<file path="config.mk">
export PLATFORM = sky130hd
export DESIGN_NAME = pipeline_hazard_ctrl
export DESIGN_NICKNAME = d
export VERILOG_FILES = /design/src/rtl/pipeline_hazard_ctrl.sv
export SDC_FILE = /design/constraint.sdc
export NUM_CORES = 1
export LEC_CHECK = 0
export CORE_MARGIN = 2
export CORE_UTILIZATION = 36
export DETAILED_ROUTE_END_ITERATION = 7
export PLACE_DENSITY = 0.95
export SLEW_MARGIN = 20
export SYNTH_ARGS = -nofsm -noshare
export SYNTH_HDL_FRONTEND = slang
export SYNTH_SLANG_ARGS = --single-unit
</file>
<file path="constraint.sdc">
create_clock -name clk -period 5.2 [get_ports clk]
set_clock_uncertainty 0.15 [all_clocks]
set_input_delay 1.56 -clock clk [delete_from_list [all_inputs] [get_ports clk]]
set_output_delay 1.56 -clock clk [all_outputs]
set_load 0.02 [all_outputs]
</file>
<file path="src/rtl/pipeline_hazard_ctrl.sv">
`default_nettype none
// ============================================================================
// Module   : pipeline_hazard_ctrl
// Purpose  : Hazard / stall / flush sequencer for a 5-stage LEGv8 pipeline
//            (IF/ID/EX/MEM/WB). Decodes the instruction sitting in ID, keeps a
//            private shadow of the EX and MEM destination registers, and
//            drives PC / IF-ID hold, ID/EX bubble insertion and IF-ID flush.
//            Operand forwarding lives elsewhere; this block only covers the
//            load-use case forwarding cannot resolve, plus taken-branch flush.
//
// Parameters
//   LD_STALL      load-use bubble cycles per hazard (legal 1..3)
//
// Optional feature
//   `HAZARD_PERF_EN  enables saturating 32-bit stall / flush event counters.
//                    When undefined, stall_cnt / flush_cnt read 0 and no
//                    counter flops exist.
//
// Ports
//   clk          in   1   core clock, rising edge
//   reset_n      in   1   asynchronous active-low reset
//   id_instr     in  32   instruction in ID
//   id_valid     in   1   ID holds a real instruction
//   br_taken_ex  in   1   branch in EX resolved taken this cycle
//   pc_hold      out  1   PC keeps its value
//   ifid_hold    out  1   IF/ID keeps its value
//   idex_bubble  out  1   ID/EX loads a NOP
//   ifid_flush   out  1   IF/ID loads a NOP
//   stall_cnt    out 32   cycles with pc_hold=1 (perf build only)
//   flush_cnt    out 32   cycles with br_taken_ex=1 (perf build only)
//
// Revision : 1.0  initial release
// ============================================================================
module pipeline_hazard_ctrl #(
    parameter int LD_STALL = 1
) (
    input  logic        clk,
    input  logic        reset_n,
    input  logic [31:0] id_instr,
    input  logic        id_valid,
    input  logic        br_taken_ex,
    output logic        pc_hold,
    output logic        ifid_hold,
    output logic        idex_bubble,
    output logic        ifid_flush,
    output logic [31:0] stall_cnt,
    output logic [31:0] flush_cnt
);

    typedef enum logic [0:0] {
        RUN     = 1'b0,
        LDSTALL = 1'b1
    } state_t;

    // Counter holds the number of stall cycles still to come after the
    // detection cycle, so it is loaded with LD_STALL-1.
    localparam logic [1:0] c_CNT_INIT = 2'(LD_STALL - 1);
    localparam logic [4:0] c_XZR      = 5'd31;
    localparam logic       c_MULTI    = (LD_STALL >= 2) ? 1'b1 : 1'b0;

    // ------------------------------------------------------------------
    // ID-stage decode
    // ------------------------------------------------------------------
    logic [10:0] w_opc;
    logic [4:0]  w_rn;
    logic [4:0]  w_rm;
    logic [4:0]  w_rd;
    logic        w_use_rn;
    logic        w_use_rm;
    logic        w_use_rt;
    logic        w_wr;
    logic        w_ld;
    logic [5:0]  w_unused_shamt;

    assign w_opc          = id_instr[31:21];
    assign w_rm           = id_instr[20:16];
    assign w_rn           = id_instr[9:5];
    assign w_rd           = id_instr[4:0];
    assign w_unused_shamt = id_instr[15:10];

    always_comb begin
        w_use_rn = 1'b0;
        w_use_rm = 1'b0;
        w_use_rt = 1'b0;
        w_wr     = 1'b0;
        w_ld     = 1'b0;
        casez (w_opc)
            11'b10101011000,             // ADDS
            11'b11101011000,             // SUBS
            11'b10001010000,             // AND
            11'b11001010000: begin       // EOR
                w_use_rn = 1'b1;
                w_use_rm = 1'b1;
                w_wr     = 1'b1;
            end
            11'b1001000100?,             // ADDI (10-bit opcode)
            11'b11010011010: begin       // LSR
                w_use_rn = 1'b1;
                w_wr     = 1'b1;
            end
            11'b11111000010: begin       // LDUR
                w_use_rn = 1'b1;
                w_wr     = 1'b1;
                w_ld     = 1'b1;
            end
            11'b11111000000: begin       // STUR reads the data register Rt
                w_use_rn = 1'b1;
                w_use_rt = 1'b1;
            end
            11'b10110100???: begin       // CBZ (8-bit opcode)
                w_use_rt = 1'b1;
            end
            default: begin               // B, B.cond and unknown: no regs
                w_use_rn = 1'b0;
            end
        endcase
    end

    // ------------------------------------------------------------------
    // Shadow of EX / MEM destinations
    // ------------------------------------------------------------------
    logic       ex_v_q;
    logic [4:0] ex_rd_q;
    logic       ex_ld_q;
    logic       mem_v_q;
    logic [4:0] mem_rd_q;
    logic       mem_ld_q;
    logic       ex_v_d;

    state_t     state_q;
    logic [1:0] cnt_q;

    logic w_ex_match;
    logic w_mem_match;
    logic w_ex_hazard;
    logic w_mem_hazard;
    logic w_in_ldstall;
    logic w_hazard;
    logic w_stall;
    logic w_flush;

    assign w_ex_match  = (w_use_rn && (w_rn == ex_rd_q))
                       || (w_use_rm && (w_rm == ex_rd_q))
                       || (w_use_rt && (w_rd == ex_rd_q));
    assign w_mem_match = (w_use_rn && (w_rn == mem_rd_q))
                       || (w_use_rm && (w_rm == mem_rd_q))
                       || (w_use_rt && (w_rd == mem_rd_q));

    // X31 is the zero register: it never carries a dependency.
    assign w_ex_hazard  = ex_v_q && ex_ld_q && (ex_rd_q != c_XZR) && w_ex_match;
    assign w_mem_hazard = mem_v_q && mem_ld_q && (mem_rd_q != c_XZR) && w_mem_match;
    assign w_in_ldstall = (state_q == LDSTALL);

    // With multi-cycle memory the load has already moved to MEM while the
    // counter runs; its dependency is still live for that window.
    assign w_hazard = id_valid
                   && (w_ex_hazard || (c_MULTI && w_in_ldstall && w_mem_hazard));

    // A taken branch makes the ID instruction wrong-path, so it overrides any
    // stall. The first stall cycle must be same-cycle as detection, hence the
    // hold outputs are combinational from the hazard term.
    assign w_stall = !br_taken_ex && (w_hazard || w_in_ldstall);
    assign w_flush = br_taken_ex && reset_n;

    assign pc_hold     = w_stall;
    assign ifid_hold   = w_stall;
    assign idex_bubble = w_stall || w_flush;
    assign ifid_flush  = w_flush;

    // ------------------------------------------------------------------
    // Stall sequencer
    // ------------------------------------------------------------------
    always_ff @(posedge clk or negedge reset_n) begin
        if (!reset_n) begin
            state_q <= RUN;
            cnt_q   <= 2'd0;
        end else if (br_taken_ex) begin
            state_q <= RUN;
            cnt_q   <= 2'd0;
        end else begin
            case (state_q)
                RUN: begin
                    if (w_stall) begin
                        cnt_q <= c_CNT_INIT;
                        if (c_MULTI) begin
                            state_q <= LDSTALL;
                        end
                    end
                end
                LDSTALL: begin
                    cnt_q <= cnt_q - 2'd1;
                    // Leave once this cycle was the last remaining bubble.
                    if (cnt_q <= 2'd1) begin
                        state_q <= RUN;
                    end
                end
                default: begin
                    state_q <= RUN;
                    cnt_q   <= 2'd0;
                end
            endcase
        end
    end

    // ------------------------------------------------------------------
    // Shadow pipe advance
    // ------------------------------------------------------------------
    // Only register-writing instructions with a real destination are
    // tracked; anything bubbled or flushed enters EX as invalid.
    assign ex_v_d = id_valid && !idex_bubble && w_wr && (w_rd != c_XZR);

    always_ff @(posedge clk or negedge reset_n) begin
        if (!reset_n) begin
            ex_v_q   <= 1'b0;
            ex_rd_q  <= 5'd0;
            ex_ld_q  <= 1'b0;
            mem_v_q  <= 1'b0;
            mem_rd_q <= 5'd0;
            mem_ld_q <= 1'b0;
        end else begin
            mem_v_q  <= ex_v_q;
            mem_rd_q <= ex_rd_q;
            mem_ld_q <= ex_ld_q;
            ex_v_q   <= ex_v_d;
            ex_rd_q  <= w_rd;
            ex_ld_q  <= w_ld;
        end
    end

    // ------------------------------------------------------------------
    // Performance counters
    // ------------------------------------------------------------------
`ifdef HAZARD_PERF_EN
    logic [31:0] stall_cnt_q;
    logic [31:0] flush_cnt_q;

    always_ff @(posedge clk or negedge reset_n) begin
        if (!reset_n) begin
            stall_cnt_q <= 32'd0;
            flush_cnt_q <= 32'd0;
        end else begin
            if (pc_hold && (stall_cnt_q != 32'hFFFF_FFFF)) begin
                stall_cnt_q <= stall_cnt_q + 32'd1;
            end
            if (br_taken_ex && (flush_cnt_q != 32'hFFFF_FFFF)) begin
                flush_cnt_q <= flush_cnt_q + 32'd1;
            end
        end
    end

    assign stall_cnt = stall_cnt_q;
    assign flush_cnt = flush_cnt_q;
`else
    assign stall_cnt = 32'd0;
    assign flush_cnt = 32'd0;
`endif

endmodule
`default_nettype wire

</file>
# ---- Word-level counts from Yosys, hierarchy flattened
# Index checks and enable logic that the tools add are counted.
dict set report totals {
  ff_bits 10
  latch_bits 0
  mem_bits_rw 0
  rom_bits 0
  in_bits 36
  out_inout_bits 68
  wordCells 56
  memories 0
}
dict set report classes {
  add_sub_neg 1
  multipliers 0
  div 0
  n_lt_le_gt_ge 1
  n_eq_ne 15
  shifts 0
  muxes 11
  bitwise_logic 1
  reduce_logical 22
}
# op n
set ops {}
lappend ops {{equality test 11 bit (second input constant)} 7}
lappend ops {{equality test 5 bit} 3}
lappend ops {{logical AND 1 bit} 12}
lappend ops {{equality test 10 bit (second input constant)} 1}
lappend ops {{!= test 5 bit (second input constant)} 2}
lappend ops {{equality test 8 bit (second input constant)} 1}
lappend ops {{2-to-1 mux 1 bit} 8}
lappend ops {{OR reduction 8 bit} 1}
lappend ops {{OR reduction 7 bit} 1}
lappend ops {{logical OR 1 bit} 4}
lappend ops {{2-to-1 mux 2 bit} 2}
lappend ops {{one-hot mux 2 bit (2 select lines)} 1}
lappend ops {{OR reduction 4 bit} 1}
lappend ops {{!= test 3 bit (second input constant)} 1}
lappend ops {{<= comparator 2 x 1 -> 1 bit (second input constant)} 1}
lappend ops {{zero test 1 bit} 2}
lappend ops {{OR reduction 2 bit} 1}
lappend ops {{subtractor 2 x 1 -> 2 bit (second input constant)} 1}
lappend ops {{NOT 1 bit} 1}

# ---- Depth between registers and ports, before layout
# Gate-level depths: netlist (run 1).
dict set report logic_depth {
  ltp_word 15
  mapped_depth 6
  mapped_depth_nobuf 5
}

# ---- Worst setup path after synthesis (run 1)
# OpenSTA, ideal clock, no wires.
dict set report synth_path {
  kind {in2out}
  start {input port id_instr[21]}
  end {output port pc_hold}
  arrival_time_ns 3.110
  required_ns 3.490
  slack_ns 0.380
  path_stages 6
  n_path_buf 1
  cell_sequence {nor4b_4 > nand4b_1 > a2111oi_4 > a211oi_2 > o31ai_2 > buf_4}
}
dict set report synth_between {
  elab_chain_cells 10
  word_cells_on_any_way 22
  cone_classes {eq/ne (7); mux (3); reduce/logical (12)}
}
# element line_no
set synth_lines {}
lappend synth_lines {{start: declaration} 39} ;# input logic [31:0] id_instr,
lappend synth_lines {{equality test 11 bit} 87} ;# casez (w_opc)
lappend synth_lines {{OR reduction 8 bit (no source line) or OR reduction 4 bit (tied branches)} -}
lappend synth_lines {{2-to-1 mux 1 bit} 87}
lappend synth_lines {{logical AND 1 bit, on equally long branches} {142, 143}}
lappend synth_lines {{logical OR 1 bit} 143} ;# || (w_use_rm && (w_rm == ex_rd_q))
lappend synth_lines {{logical OR 1 bit (*)} 144} ;# || (w_use_rt && (w_rd == ex_rd_q));
lappend synth_lines {{logical AND 1 bit (*)} 150} ;# assign w_ex_hazard = ex_v_q && ex_ld_q && (ex_rd_q != c_XZR) && w_ex_match;
lappend synth_lines {{logical AND 1 bit (*)} 157} ;# && (w_ex_hazard || (c_MULTI && w_in_ldstall && w_mem_hazard));
lappend synth_lines {{logical OR 1 bit (*)} 162} ;# assign w_stall = !br_taken_ex && (w_hazard || w_in_ldstall);
lappend synth_lines {{logical AND 1 bit (*)} 162}
lappend synth_lines {{end: declaration} 42} ;# output logic pc_hold,
# Every way passes the cells marked *; elsewhere a longest branch is shown, timed or not.

# ---- Worst setup path after layout (run 1)
dict set report layout_path {
  start {input port id_instr[25]}
  end {output port idex_bubble}
}
dict set report layout_between {
  elab_chain_cells 11
  word_cells_on_any_way 25
  cone_classes {eq/ne (9); mux (3); reduce/logical (13)}
}
# element line_no
set layout_lines {}
lappend layout_lines {{equality test 11 bit or equality test 10 bit (tied branches)} 87}
lappend layout_lines {{OR reduction 8 bit (no source line) or OR reduction 4 bit (tied branches)} -}
lappend layout_lines {{2-to-1 mux 1 bit} 87}
lappend layout_lines {{logical AND 1 bit, on equally long branches} {142, 143}}
lappend layout_lines {{logical OR 1 bit} 143}
lappend layout_lines {{logical OR 1 bit (*)} 144}
lappend layout_lines {{logical AND 1 bit (*)} 150}
lappend layout_lines {{logical AND 1 bit (*)} 157}
lappend layout_lines {{logical OR 1 bit (*)} 162}
lappend layout_lines {{logical AND 1 bit (*)} 162}
lappend layout_lines {{logical OR 1 bit (*)} 167} ;# assign idex_bubble = w_stall || w_flush;
lappend layout_lines {{end: declaration} 44} ;# output logic idex_bubble,
# Marked as above.

==> results of run 1 <==
==> state kept, by name, indices dropped and copies added, names as in the netlist <==
register,count
ex_ld_q,1
ex_v_q,1
cnt_q,2
state_q,1
ex_rd_q,5
==> per-stage QoR <==
| stage | cells | setup TNS (ns) |
|---|---|---|
| after detailed placement | 240 | -1.22 |
| after global routing | 244 | 0 |
| after floorplan | 210 | 0 |
| final | 244 | 0 |
| after global placement | 240 | -1.16 |
| after CTS | 244 | 0 |
==> metal layers <==
layer  routed length, um  global-route usage  up-vias
met5                   0                   0        -
met4                  25              0.0408        0
met3                 169              0.0158        2
met2                1330               0.218       49
met1                 903               0.127      475
li1                    -                   -      466
==> Yosys cell counts, drive strengths merged, types with 2 or more instances <==
master / count
inv: 5
o2111ai: 2
nand2: 6
xor2: 4
a2111oi: 2
a21oi: 2
nand4: 2
nor2: 5
and2: 2
nor4: 2
o21ai: 3
nor3: 3
buf: 65
xnor2: 12
dfrtp: 10
nand3: 4
==> logic make-up after synthesis <==
kind of cell               synth area share
adders and majority gates           0.00974
other                               0.00292
buffers and inverters                 0.394
AOI/OAI and AO/OA                     0.130
xor gates and xnor gates              0.109
DFF                                   0.195
and+or+nand+nor                       0.159
==> layout make-up <==
type / instances / area, um2
clock buffer: 4 / 36.3
fill: 362 / 1800
inverter: 5 / 18.8
multi-input combinational: 130 / 776
sequential: 10 / 250
tap: 46 / 57.6
timing repair buffer: 49 / 453
==> where the power goes <==
part           switching (W)  internal, W  leakage (nW)
logic              0.0000673    0.0000395         0.634
registers         0.00000435    0.0000811         0.128
clock network      0.0000280    0.0000426        0.0210
==> what timing repair did <==
| action | CTS | global route |
|---|---|---|
| endpoints found under the hold margin | 0 | 0 |
| pin swaps | 3 | 5 |
| hold buffers | 0 | 0 |
| gates resized for setup | 12 | 9 |
| endpoints found under the setup margin | 3 | 3 |
| gates cloned | 0 | 0 |
==> final timing paths <==
path / startpoint / end / slack, ns / cells past startpoint
min reg2reg: cnt_q[1] / cnt_q[1] / 0.41 / 1
max: id_instr[25] / idex_bubble / 0.11 / 8
min in group asynchronous: reset_n / cnt_q[1] / 1.49 / 2
max reg2reg: ex_rd_q[4] / cnt_q[1] / 3.41 / 6
min: cnt_q[1] / cnt_q[1] / 0.41 / 1
max in group asynchronous: reset_n / ex_rd_q[2] / 3.27 / 2
==> metrics.yaml, run 1 <==
layout:
  n_antenna_cell: 0
  final_common_cell: "conb_1"
  layout.nets: 236
  post-route-util: 0.470
  area_growth_pct: 23.9
  drive_gt1_frac: 0.167
  layout_common_cells: "conb_1, clkdlybuf4s50_1, buf_4"
  stdcell_area_um2: 1590
timing:
  max_freq_ghz: 0.196
  whs_ns: 0.407
  hold_viol: 0
  fin_ws_ns: 0.106
  drv_slew: 0
  period_share: 0.980
  setup_viol: 0
  grt_setup_unrepaired: "no"
  period_minus_slack_ns: 5.09
die:
  fp.coreArea_um2: 3390
  row_count: 21
  io_pins: 104
  dieHeight_um: 63.7
  die_w_um: 63.7
  dieArea_um2: 4060
  start_util: 0.379
global_routing:
  grt_pass1_wl_um: 3780
  grt_use_total: 0.114
  grt_start_max_net_pins: 11
  grt_pass1_vias: 918
  antenna_found_initial: 0
  overflow: 0
critical_path:
  critPathRequiredTime_ns: 3.49
  critPathKind: "input pin to output pin"
  endpoint_kind: "output pin"
  crit_top_cell: "buf_4"
  cp_slowest_cell: "a2111oi_2"
  crit_path_cell_trace: "clkdlybuf4s50_1 > buf_4 > and4b_1 > o2111ai_2 > o21ai_2 > a2111oi_2 > nor2_1 > buf_4"
  path_max_fanout: 3
  cp-start-kind: "input pin"
  arrival_ns: 3.38
  cpPeakStageDelay_ns: 0.46
  path_buf_inv: 3
  critPathTopFamily: "compound AO/OA/AOI/OAI gates"
clock_network:
  clock_sinks: 10
  tritoncts: "yes"
  cts_root_buf: "clkbuf_4"
  clock_latency_ns: 0.27
  htreeDepth: 1
  path_clk_slew_ns: 0.07
  cts.path.max_buffers: 2
  cts_setup_buffers: 0
  cts_buffers: 3
synthesis:
  synthCells: 147
  yosys_warnings: 0
  synthFlopType: "dfrtp_1"
  syn_avg_cell_area_um2: 8.74
  synth-edff-count: 0
  synthArstFlopShare: 1.00
  syn_area_um2: 1280
  synth.top_cell.area_share: 0.380
  ys_seq_area_frac: 0.195
  synth.ff_latch_count: 10
  synthTopCellsByArea: "buf_4, dfrtp_1, xnor2_1"
  netlist-cell-type-count: 38
  yosysTopAreaCell: "buf_4"
power_and_ir_drop:
  power.total_w: 0.000263
  ir_drop_mv: 0.126
  pwr_density_cell_nw_per_um2: 165
  p_leak_nw: 0.782
detailed_routing:
  drc_errors: 0
  drtIter0Drc: 10
  vias: 992
  routed_via_density: 4.07
  routed_wirelength_um: 2430
  drtPass1Iterations: 4
  ant_nets: 0
  wire_per_inst_um: 9.95
placed_design:
  place.port_buffers: 33
  hpwl_um: 2140
  postPlaceCellArea_um2: 1540
  dp_slack_ns: -0.425
  gp_congestion: 0.760
worst_hold_path:
  hp-class: "register to register"
run_status:
  outcome: "complete, no violations"
flow_run:
  max_cap_violations: 0
Power figures use the tool's default switching activity.
==> run 2, diff against run 1 <==
--- a/config.mk
+++ b/config.mk
@@ -9,6 +9,7 @@
 export CORE_UTILIZATION = 36
 export DETAILED_ROUTE_END_ITERATION = 7
 export PLACE_DENSITY = 0.95
+export REMOVE_ABC_BUFFERS = 1
 export SLEW_MARGIN = 20
 export SYNTH_ARGS = -nofsm -noshare
 export SYNTH_HDL_FRONTEND = slang
==> run 2 against run 1 <==
Hold slack worse by 0.023 ns. Sequential cell count is the same. Design area increased by 1.8%. Register-to-register slack got worse by 0.11 ns. Worst setup slack gained 0.023 ns. Fmax rose by 0.46%. Die area is the same. Combinational power about the same. Global-route usage down 0.16 points. Critical endpoint is now pc_hold. Largest cell class unchanged.
==> metrics.yaml, run 2 (synthesis gave the netlist of run 1 again) <==
run_status:
  outcome: "complete, no violations"
global_routing:
  grt_pass1_vias: 865
  grt_pass1_wl_um: 3710
  overflow: 0
  grt_use_total: 0.113
  antenna_found_initial: 0
  grt_start_max_net_pins: 10
die:
  dieHeight_um: 63.7
  fp.coreArea_um2: 3390
  dieArea_um2: 4060
  row_count: 21
  die_w_um: 63.7
  io_pins: 104
  start_util: 0.379
timing:
  period_minus_slack_ns: 5.07
  hold_viol: 0
  drv_slew: 0
  period_share: 0.975
  whs_ns: 0.384
  max_freq_ghz: 0.197
  setup_viol: 0
clock_network:
  cts_buffers: 3
  cts_root_buf: "clkbuf_4"
  clock_sinks: 10
  htreeDepth: 1
  tritoncts: "yes"
  path_clk_slew_ns: 0.06
  cts.path.max_buffers: 2
  clock_latency_ns: 0.26
detailed_routing:
  wire_per_inst_um: 10.2
  routed_via_density: 4.05
  drtPass1Iterations: 4
  drc_errors: 0
  drtIter0Drc: 14
  vias: 984
  routed_wirelength_um: 2470
  ant_nets: 0
layout:
  fillers: 325
  area_growth_pct: 26.1
  final_common_cell: "conb_1"
  largest_reg_flops: 5
  fin_cells: 243
  top_regs: "ex_rd_q (5), cnt_q (2)"
  regMostFlops: "ex_rd_q"
  layout_common_cells: "conb_1, clkdlybuf4s50_1, buf_4"
  n_antenna_cell: 0
  drive_gt1_frac: 0.188
  layout.nets: 235
critical_path:
  cp-start-kind: "input pin"
  critPathKind: "input pin to output pin"
  critPathRequiredTime_ns: 3.49
  endpoint_kind: "output pin"
  critPathTopFamily: "compound AO/OA/AOI/OAI gates"
  cpPeakStageDelay_ns: 0.45
  path_buf_inv: 2
  crit_path_cell_trace: "clkdlybuf4s50_1 > and4bb_2 > nand4_1 > a2111oi_4 > a211oi_2 > o31ai_2 > buf_4"
  arrival_ns: 3.36
  cp_slowest_cell: "clkdlybuf4s50_1"
  path_max_fanout: 4
placed_design:
  place.port_buffers: 33
  dp_cells: 237
  hpwl_um: 2090
  gp_congestion: 0.793
worst_hold_path:
  hp-class: "register to register"
power_and_ir_drop:
  pwr_density_cell_nw_per_um2: 161
  ir_drop_mv: 0.132
  p_leak_nw: 0.797
flow_run:
  max_cap_violations: 0
-- run 2: cell count changes in the layout (fill, tap and decap cells not counted), sizes merged --
cell / change
dlygate4sd2: +1
clkdlybuf4s50: -1
buf: -1
-- run 2: power by group --
part | internal, W | switching [W] | total (W) | leakage, nW
Sequential | 0.0000811 | 0.00000444 | 0.0000856 | 0.128
Combinational | 0.0000392 | 0.0000687 | 0.000108 | 0.648
Clock | 0.0000424 | 0.0000243 | 0.0000667 | 0.0210
Total | 0.000163 | 0.0000974 | 0.000260 | 0.797
-- run 2: worst reg2reg max path, delay by kind of cell, from the launching register on --
kind	cells	cell delay, ns
buffers and inverters	1	0.16
AND/OR/NAND/NOR	2	0.53
AO/OA/AOI/OAI	2	0.30
flip-flops	1	0.46
XOR/XNOR	1	0.18
-- run 2: final cells by class --
class	instances	area (um2)	share of cell area
Clock buffer	4	36.3	0.0224
Tap cell	46	57.6	0.0355
Inverter	5	18.8	0.0116
Multi-Input combinational cell	130	816	0.503
Sequential cell	10	250	0.154
Timing Repair Buffer	48	442	0.273
-- run 2: timing repair --
| action | CTS | global route |
|---|---|---|
| setup endpoints to repair | 3 | 3 |
| pin swaps | 3 | 8 |
| setup buffers | 1 | 1 |
| hold endpoints to repair | 0 | 0 |
| hold buffers | 0 | 0 |
| resized for setup | 15 | 13 |
-- run 2: final timing paths --
path,start,endpoint,slack [ns],cells after the start
setup / recovery,id_instr[25],pc_hold,0.13,7
min in group asynchronous,reset_n,state_q,1.33,1
hold reg to reg,cnt_q[1],cnt_q[1],0.38,1
max in group asynchronous,reset_n,ex_rd_q[3],3.24,2
hold / removal,cnt_q[1],cnt_q[1],0.38,1
setup reg to reg,ex_rd_q[0],cnt_q[1],3.30,6
-- run 2: metal layers --
metal  up-vias  share of wire  routed length (um)  GRT usage
met2        60           0.53                1300      0.204
met5         -              0                   0          0
met4         0         0.0069                  17     0.0462
met3         2          0.085                 209     0.0211
met1       452           0.38                 940      0.129
li1        470              -                   -          -
-- run 2: metrics by stage --
step           total power, W  setup WS, ns  TNS, ns  utilization  area (um2)
2_1_floorplan        0.000150         0.396        0            -        1030
3_3_place_gp         0.000189        -0.407    -1.12        0.448        1520
3_5_place_dp         0.000191        -0.414    -1.14        0.448        1520
4_1_cts              0.000259        0.0117        0        0.458        1550
5_1_grt              0.000277       -0.0134  -0.0257        0.478        1620
6_report             0.000260         0.129        0        0.478        1620
==> run 3, diff against run 2 <==
--- a/config.mk
+++ b/config.mk
@@ -9,7 +9,6 @@
 export CORE_UTILIZATION = 36
 export DETAILED_ROUTE_END_ITERATION = 7
 export PLACE_DENSITY = 0.95
-export REMOVE_ABC_BUFFERS = 1
 export SLEW_MARGIN = 20
 export SYNTH_ARGS = -nofsm -noshare
 export SYNTH_HDL_FRONTEND = slang
==> constraint.sdc (replaced) <==
create_clock -name clk -period 5.2 [get_ports clk]
set_clock_uncertainty 0.15 [all_clocks]
set_input_delay 1.04 -clock clk [delete_from_list [all_inputs] [get_ports clk]]
set_output_delay 1.04 -clock clk [all_outputs]
set_load 0.02 [all_outputs]
==> run 3 against run 2 <==
Clock power about the same. Design area is 10% lower. Worst setup slack better by 0.50 ns. Routed wire length shrank 12%. Core utilization down 4.8 points. Critical path depth stayed put. Final cell count decreased by 6.2%. Sequential share of layout area up 1.7 points. Sequential cell count unchanged. First-iteration DRC count decreased by 14%. Via count is 8.8% lower. Hold slack lost 0.016 ns. Critical path type unchanged.
==> metrics.yaml, run 3 (synthesis gave the netlist of run 1 again) <==
run_status:
  outcome: "complete, no violations"
timing:
  max_freq_ghz: 0.219
  hold_viol: 0
  setup_tns_ns: 0
  period_share: 0.880
  drv_slew: 0
  grt_setup_unrepaired: "no"
  setup_viol: 0
  period_minus_slack_ns: 4.57
global_routing:
  grt_pass1_wl_um: 3490
  grt_use_total: 0.107
  grt_pass1_vias: 783
  overflow: 0
  grt_start_max_net_pins: 13
  antenna_found_initial: 0
placed_design:
  dp_cells: 224
  gp_congestion: 0.770
  place.port_buffers: 33
  hpwl_um: 1930
die:
  fp.coreArea_um2: 3390
  dieArea_um2: 4060
  die_w_um: 63.7
  start_util: 0.379
  dieHeight_um: 63.7
  row_count: 21
  io_pins: 104
clock_network:
  ctsHoldBuffers: 0
  ctsResizeCount: 0
  cts_root_buf: "clkbuf_4"
  cts.path.max_buffers: 2
  htreeDepth: 1
  cts_buffers: 3
  clock_latency_ns: 0.26
  tritoncts: "yes"
  clock_sinks: 10
  cts_setup_buffers: 0
  path_clk_slew_ns: 0.06
detailed_routing:
  wire_per_inst_um: 9.54
  vias: 897
  routed_wirelength_um: 2170
  routed_via_density: 3.93
  drc_errors: 0
  drtIter0Drc: 12
  drtPass1Iterations: 4
  ant_nets: 0
layout:
  layout_common_cells: "conb_1, clkdlybuf4s50_1, xnor2_1"
  regMostFlops: "ex_rd_q"
  top_regs: "ex_rd_q (5), cnt_q (2)"
  final_common_cell: "conb_1"
  area_growth_pct: 13.4
  drive_gt1_frac: 0.0659
  n_antenna_cell: 0
  layout.nets: 220
  fin_cells: 228
  largest_reg_flops: 5
critical_path:
  cpPeakStageDelay_ns: 0.65
  critPathKind: "input pin to output pin"
  critPathTopFamily: "buffers and inverters"
  path_max_fanout: 3
  arrival_ns: 3.38
  cp_slowest_cell: "clkdlybuf4s50_1"
  rr_endpoint: "cnt_q[1]"
  crit_path_cell_trace: "clkdlybuf4s50_1 > nor4b_4 > nand4b_1 > a2111oi_4 > a211oi_2 > o31ai_2 > clkdlybuf4s50_1"
  r2r-start: "ex_rd_q[0]"
  crit_top_cell: "clkdlybuf4s50_1"
  path_buf_inv: 2
  endpoint_kind: "output pin"
  ff2ff_setup_slack_ns: 3.50
  reg2reg_depth: 5
  critPathRequiredTime_ns: 4.01
  cp-start-kind: "input pin"
worst_hold_path:
  holdPathStages: 1
  hp-class: "register to register"
  hp-start: "cnt_q[1]"
  whs_endpoint: "cnt_q[1]"
power_and_ir_drop:
  ir_drop_mv: 0.108
  p_leak_nw: 0.662
  pwr_density_cell_nw_per_um2: 172
flow_run:
  max_cap_violations: 0
[run 3: stage by stage]
step / area (um2) / power [W] / utilization / hold slack [ns] / worst slack (ns)
detailed placement: 1420 / 0.000185 / 0.419 / 0.359 / 0.610
finish: 1460 / 0.000251 / 0.430 / 0.367 / 0.626
global route: 1460 / 0.000267 / 0.430 / 0.388 / 0.436
CTS: 1460 / 0.000254 / 0.430 / 0.373 / 0.605
floorplan: 1520 / 0.000187 / - / 0.323 / 1.42
global placement: 1420 / 0.000183 / 0.419 / 0.336 / 0.619
[run 3: final cells by class]
| class | count | area (um2) |
|---|---|---|
| Clock buffer | 4 | 36.3 |
| Fill cell | 347 | 1930 |
| Inverter | 5 | 18.8 |
| Multi-Input combinational cell | 130 | 764 |
| Sequential cell | 10 | 250 |
| Tap cell | 46 | 57.6 |
| Timing Repair Buffer | 33 | 330 |
[run 3: worst max path at each step]
stage / startpoint / endpoint / slack [ns] / depth (start not counted)
after floorplan: id_instr[21] / pc_hold / 1.42 / 6
after global placement: id_instr[21] / pc_hold / 0.62 / 7
after detailed placement: id_instr[21] / pc_hold / 0.61 / 7
after CTS: id_instr[21] / pc_hold / 0.61 / 7
after global routing: id_instr[21] / pc_hold / 0.44 / 7
final: id_instr[21] / pc_hold / 0.63 / 7
[run 3: worst register-to-register path, stage by stage, from the launching register on]
cell	delay, ns
dfrtp_1	0.45
xnor2_1	0.19
nand4_1	0.16
a2111oi_4	0.28
a211oi_2	0.12
a31o_1	0.23
[run 3: per-layer routing]
metal,wire (um),vias up,global-route usage,share of wire
li1,-,437,-,-
met1,879,402,0.126,0.40
met2,1110,54,0.186,0.51
met3,161,4,0.0176,0.074
met4,23,0,0.0543,0.011
met5,0,-,0,0
[run 3: power by group]
group          internal [W]  leakage [nW]  switching [W]
sequential        0.0000811         0.128     0.00000396
combinational     0.0000344         0.513      0.0000647
clock             0.0000424        0.0210      0.0000240
total              0.000158         0.662      0.0000927
